===== src/rtl/object_mem_pkg.sv =====
// Shared constants and elaboration-time helpers for the object ROM arbiter.
package object_mem_pkg;

  localparam int DEFAULT_N  = 3;
  localparam int DEFAULT_MN = 6;
  localparam DEFAULT_INIT_FILE = "./MIF/object_mem_8_8_3.mif";

  function automatic int clog2(input int value);
    int width;
    width = 0;
    for (int v = value - 1; v > 0; v = v >>> 1) width++;
    return width;
  endfunction

  // A single-client build still needs a one-bit tag to keep the port legal.
  function automatic int tag_width(input int n_ch);
    return (n_ch <= 1) ? 1 : clog2(n_ch);
  endfunction

endpackage


===== src/rtl/object_rom_core.sv =====
// Single-port synchronous ROM holding the object/sprite image.
// Address is registered on clk; q_o follows the registered address combinationally.
module object_rom_core
  import object_mem_pkg::*;
#(
  parameter int n  = DEFAULT_N,
  parameter int Mn = DEFAULT_MN,
  parameter INIT_FILE = DEFAULT_INIT_FILE
) (
  input  logic          clk,
  input  logic          addr_en_i,
  input  logic [Mn-1:0] addr_i,
  output logic [n-1:0]  q_o
);

`ifdef OBJECT_ROM_ALTSYNCRAM
  altsyncram #(
    .operation_mode        ("ROM"),
    .intended_device_family("Cyclone V"),
    .lpm_type              ("altsyncram"),
    .widthad_a             (Mn),
    .numwords_a            (1 << Mn),
    .width_a               (n),
    .width_byteena_a       (1),
    .init_file             (INIT_FILE),
    .outdata_reg_a         ("UNREGISTERED"),
    .outdata_aclr_a        ("NONE"),
    .address_aclr_a        ("NONE"),
    .clock_enable_input_a  ("BYPASS"),
    .clock_enable_output_a ("BYPASS")
  ) u_rom (
    .clock0        (clk),
    .address_a     (addr_i),
    .addressstall_a(~addr_en_i),
    .q_a           (q_o)
  );
`else
  // Behavioural image of the object MIF: address bits folded by XOR into n-bit words.
  localparam int CHUNKS = (Mn + n - 1) / n;

  logic [Mn-1:0]         addr_q;
  logic [CHUNKS*n-1:0]   addr_pad;

  if ($bits(INIT_FILE) < 8) begin : g_no_image
    $error("object_rom_core: INIT_FILE must name the object memory image");
  end

  // NOTE: the address register is memory-side state like the array itself, so it takes no reset.
  always_ff @(posedge clk) begin
    if (addr_en_i) addr_q <= addr_i;
  end

  assign addr_pad = (CHUNKS*n)'(addr_q);

  // NOTE: every always_comb output gets a default first so no path can infer a latch.
  always_comb begin
    q_o = '0;
    for (int c = 0; c < CHUNKS; c++) q_o = q_o ^ addr_pad[c*n +: n];
  end
`endif

endmodule


===== src/rtl/object_rom_arbiter.sv =====
// Round-robin front end sharing one object ROM among N_CH pixel fetchers.
// One read accepted per cycle; responses are channel-tagged and arrive 1+OUT_REG cycles after grant.
module object_rom_arbiter
  import object_mem_pkg::*;
#(
  parameter int N_CH    = 4,
  parameter int n       = DEFAULT_N,
  parameter int Mn      = DEFAULT_MN,
  parameter int OUT_REG = 0,
  parameter INIT_FILE   = DEFAULT_INIT_FILE,
  localparam int CW     = tag_width(N_CH)
) (
  input  logic               clock,
  input  logic               resetn,
  input  logic [N_CH-1:0]    req,
  input  logic [N_CH*Mn-1:0] addr,
  output logic [N_CH-1:0]    gnt,
  output logic               rvalid,
  output logic [CW-1:0]      rch,
  output logic [n-1:0]       rdata
);

  localparam int L = 1 + OUT_REG;

  logic [CW-1:0]     ptr_q, ptr_d;
  logic [2*N_CH-1:0] req_dbl;
  logic [N_CH-1:0]   req_rot;
  logic              any_gnt;
  logic [CW-1:0]     gnt_idx;
  int                sel_off, sel_ch, nxt_ch;

  logic [Mn-1:0]     rom_addr;
  logic [n-1:0]      rom_q, data_l;

  logic [L-1:0]      vld_q;
  logic [CW-1:0]     tag_q [L];

  // Rotate requests so bit k is channel (ptr+k) mod N_CH; the lowest set bit wins.
  assign req_dbl = {req, req};
  assign req_rot = N_CH'(req_dbl >> ptr_q);

  always_comb begin
    sel_off = 0;
    for (int k = N_CH - 1; k >= 0; k--) begin
      if (req_rot[k]) sel_off = k;
    end
    sel_ch = int'(ptr_q) + sel_off;
    if (sel_ch >= N_CH) sel_ch = sel_ch - N_CH;
    nxt_ch = sel_ch + 1;
    if (nxt_ch >= N_CH) nxt_ch = 0;
    any_gnt = resetn & (|req_rot);
    gnt_idx = any_gnt ? CW'(sel_ch) : '0;
    gnt     = any_gnt ? (N_CH'(1) << gnt_idx) : '0;
    ptr_d   = any_gnt ? CW'(nxt_ch) : ptr_q;
  end

  assign rom_addr = Mn'(addr >> (int'(gnt_idx) * Mn));

  object_rom_core #(
    .n        (n),
    .Mn       (Mn),
    .INIT_FILE(INIT_FILE)
  ) u_core (
    .clk      (clock),
    .addr_en_i(any_gnt),
    .addr_i   (rom_addr),
    .q_o      (rom_q)
  );

  // NOTE: sequential state uses non-blocking assignment so every stage samples pre-edge values.
  always_ff @(posedge clock) begin
    if (!resetn) begin
      ptr_q <= '0;
      vld_q <= '0;
      for (int s = 0; s < L; s++) tag_q[s] <= '0;
    end else begin
      ptr_q    <= ptr_d;
      vld_q[0] <= any_gnt;
      tag_q[0] <= gnt_idx;
      for (int s = 1; s < L; s++) begin
        vld_q[s] <= vld_q[s-1];
        tag_q[s] <= tag_q[s-1];
      end
    end
  end

  if (OUT_REG != 0) begin : g_out_reg
    logic [n-1:0] rdata_q;
    always_ff @(posedge clock) rdata_q <= rom_q;
    assign data_l = rdata_q;
  end else begin : g_no_out_reg
    assign data_l = rom_q;
  end

  // Gating on resetn hides an in-flight response during the reset cycle itself.
  assign rvalid = resetn & vld_q[L-1];
  assign rch    = rvalid ? tag_q[L-1] : '0;
  assign rdata  = rvalid ? data_l : '0;

endmodule


===== config.mk =====
export PLATFORM = sky130hd
export DESIGN_NAME = object_rom_arbiter
export DESIGN_NICKNAME = d
export VERILOG_FILES = /design/src/rtl/object_mem_pkg.sv /design/src/rtl/object_rom_core.sv /design/src/rtl/object_rom_arbiter.sv
export SDC_FILE = /design/constraint.sdc
export NUM_CORES = 1
export LEC_CHECK = 0
export CORE_ASPECT_RATIO = 0.8
export CORE_MARGIN = 2
export CORE_UTILIZATION = 49
export CTS_BUF_LIST = sky130_fd_sc_hd__clkbuf_4
export DETAILED_ROUTE_END_ITERATION = 10
export HOLD_SLACK_MARGIN = 0.15
export PLACE_DENSITY = 0.94
export SYNTH_ARGS = -nofsm -noshare
export SYNTH_HDL_FRONTEND = slang
export SYNTH_SLANG_ARGS = --single-unit

===== constraint.sdc =====
create_clock -name clock -period 10.26 [get_ports clock]
set_input_delay 3.078 -clock clock [delete_from_list [all_inputs] [get_ports clock]]
set_output_delay 3.078 -clock clock [all_outputs]
set_load 0.03 [all_outputs]

==> results.toml <==
[logic_synthesis]
avgSynthCellArea_um2 = 9.50
synthSimpleGateAreaFrac_pct = 21.6
seq_area_frac_synth_pct = 25.9
ys_seq_elements = 11
synth-xor-area-share_pct = 3.23
synth_common_cells = "nand2_1, ha_1, mux2i_1, nor2_1, o211ai_1"
yosysMostFrequentCell = "nand2_1"
ys_types = 41
syn_area_mm2 = 0.00108
synth.area.mux_share_pct = 9.47
synth_top_area_share_pct = 16.6
yosysWarnings = 0
synth_ff_type = "edfxtp_1"
synth_fa_ha_area_share_pct = 12.2
async_reset_ff_share_pct = 0
synth_edf_count = 6
yosys.area.top_type = "edfxtp_1"
synth_fp_nets = 154
synth_compound_area_share_pct = 18.6
netlist_instances = 114
synth_top_family_by_area = "simple AND/OR/NAND/NOR gates"
yosys-top-cells-area = "edfxtp_1, ha_1, dfxtp_1"

[timing]
worst_slack_ns = 0.919
hold_viol_final = 0
maxSlewHeadroom_pct = 55.6
slew_viol_final = 0
final.setup.tns_ns = 0
tightest_slew_ns = 0.663
setup_violations = 0
rsz0062_at_grt = "no"
clock_skew_ns = 0.00232
final.min_clock_period_ns = 9.34
fmax_ghz = 0.107
post-route-period-util_pct = 91.0

[clock_network]
cts_buffers = 3
clk_latency_ns = 0.26
cts_tree = "built"
cts_hold_buffers = 0
clock-sinks = 11
post_cts_buffers = 0
cts_max_level = 1
clk_pin_slew_ns = 0.06
cts_buffer_depth = 2
cts_resized = 0
cts_root_buf = "clkbuf_4"

[critical_path]
cp.arrival_ns = 6.26
cp_max_fo = 10
r2r_start = "ptr_q[0]"
cp-start-kind = "input port"
ff2ff_path_depth = 11
path_class = "in -> out"
crit_required_ns = 7.18
end_kind = "output port"
rrSetupSlack_ns = 7.06
rr_endpoint = "ptr_q[1]"

[pwr]
leakage_uw = 0.000580
pwr_density_cell_mw_per_mm2 = 215
p_total_uw = 315
vdd_drop_max_v = 0.000174

[floorplan]
core_area_mm2 = 0.00212
dieArea_mm2 = 0.00261
initial_core_util_pct = 51.1
row_count = 15
die_height_um = 46.1
ioPinCount = 40
die_x_um = 56.6

[final_layout]
drive_above_1_share_pct = 9.40
final_util_pct = 69.1
area_growth_pct = 35.3
final_area_mm2 = 0.00147
nets = 190
n_antenna_cell = 0

[detailed_routing]
firstDrtPassIters = 4
routed_wl_mm = 2.54
drtIter0Drc = 45
routed_via_density = 5.75
drc_errors = 0
wl_per_cell_um = 14.6
final_antenna_net_count = 0
vias = 1000

[min_path]
min-delay-start = "ptr_q[1]"
hp-class = "reg -> reg"
worstHoldEndpoint = "ptr_q[1]"
worstHoldPathCells = 3

[placed_design]
dpl_cell_area_mm2 = 0.00144
place_ws_ns = 0.936
hpwl_mm = 2.02
io_buffers = 39
routabilityCongestion = 0.886

[run_status]
status = "finished clean"

[grt]
grt_pass1_vias = 925
antenna_found_initial = 0
grt_pass1_wl_mm = 4.08
grt_overflow = 0
grt_max_degree = 19
track_usage_pct = 20.5

[run]
drv_cap = 0
[metrics by stage]
stage / hold slack [ns] / instances
after floorplan: 0.632 / 114
after global placement: 0.682 / 170
after detailed placement: 0.714 / 170
after CTS: 0.724 / 174
after global routing: 0.784 / 174
final: 0.731 / 174
[critical path, stage by stage]
cell and delay [ns]:
clkdlybuf4s50_1 0.63, and3b_2 0.24, o21ai_0 0.17, o2111ai_1 0.14, ha_1 0.21, fa_1 0.75
nand2_2 0.22, nor2_1 0.13, clkdlybuf4s50_1 0.68
[registers in the layout, indices dropped and copies added (netlist names)]
name,flops
ptr_q,2
tag_q,2
u_core.addr_pad,6
vld_q,1
[worst max-delay path by stage]
stage | from | endpoint | slack (ns) | cells past startpoint
4_1_cts | req[3] | gnt[2] | 0.93 | 9
2_1_floorplan | req[0] | gnt[0] | 1.92 | 6
6_report | req[3] | gnt[2] | 0.92 | 9
3_5_place_dp | req[3] | gnt[2] | 0.94 | 9
3_3_place_gp | req[3] | gnt[2] | 1.02 | 9
5_1_grt | req[0] | gnt[2] | 0.75 | 9
[routing by layer]
| metal | vias to the layer above | track usage (%) | routed length [um] |
|---|---|---|---|
| met5 | - | 0 | 0 |
| met4 | 0 | 11.9 | 49 |
| met3 | 6 | 1.97 | 141 |
| met2 | 41 | 36.3 | 1280 |
| met1 | 457 | 25.0 | 1060 |
| li1 | 496 | - | - |
[report_power, final]
part | switching, uW | total, uW | internal (uW)
clock network | 13.2 | 30.9 | 17.7
logic | 118 | 209 | 91.2
registers | 10.7 | 75.0 | 64.3
[final cells by class]
class                      instances  area [um^2]
multi-input combinational         89          709
fill                             175          654
timing repair buffer              39          390
sequential                        11          280
tap                               25         31.3
clock buffer                       4         30.0
inverter                           6         25.0
[logic make-up after synthesis]
| group | after synthesis |
|---|---|
| DFF | 11 |
| AOI/OAI and AO/OA | 24 |
| and+or+nand+nor | 40 |
| muxes | 10 |
| adders and majority gates | 10 |
| other | 1 |
| buffers and inverters | 14 |
| xor gates and xnor gates | 4 |
[cells in the final DEF (no fill, tap or decap), drive strengths merged, types with 2 or more instances in the layout]
| cell type | synthesis | final |
|---|---|---|
| nor2b | 2 | 2 |
| nand3 | 4 | 4 |
| mux2 | 2 | 2 |
| o21bai | 4 | 4 |
| nand2 | 11 | 11 |
| dfxtp | 5 | 5 |
| ha | 9 | 9 |
| nand3b | 3 | 3 |
| a32oi | 6 | 6 |
| edfxtp | 6 | 6 |
| or4 | 2 | 2 |
| and3b | 2 | 2 |
| xnor2 | 3 | 3 |
| clkdlybuf4s50 | 0 | 39 |
| and3 | 3 | 3 |
| clkbuf | 5 | 4 |
| nor2 | 8 | 8 |
| o211ai | 7 | 7 |
| o21ai | 3 | 3 |
| inv | 6 | 6 |
| mux2i | 8 | 8 |
Note: power is estimated with default switching activity, not from simulation.
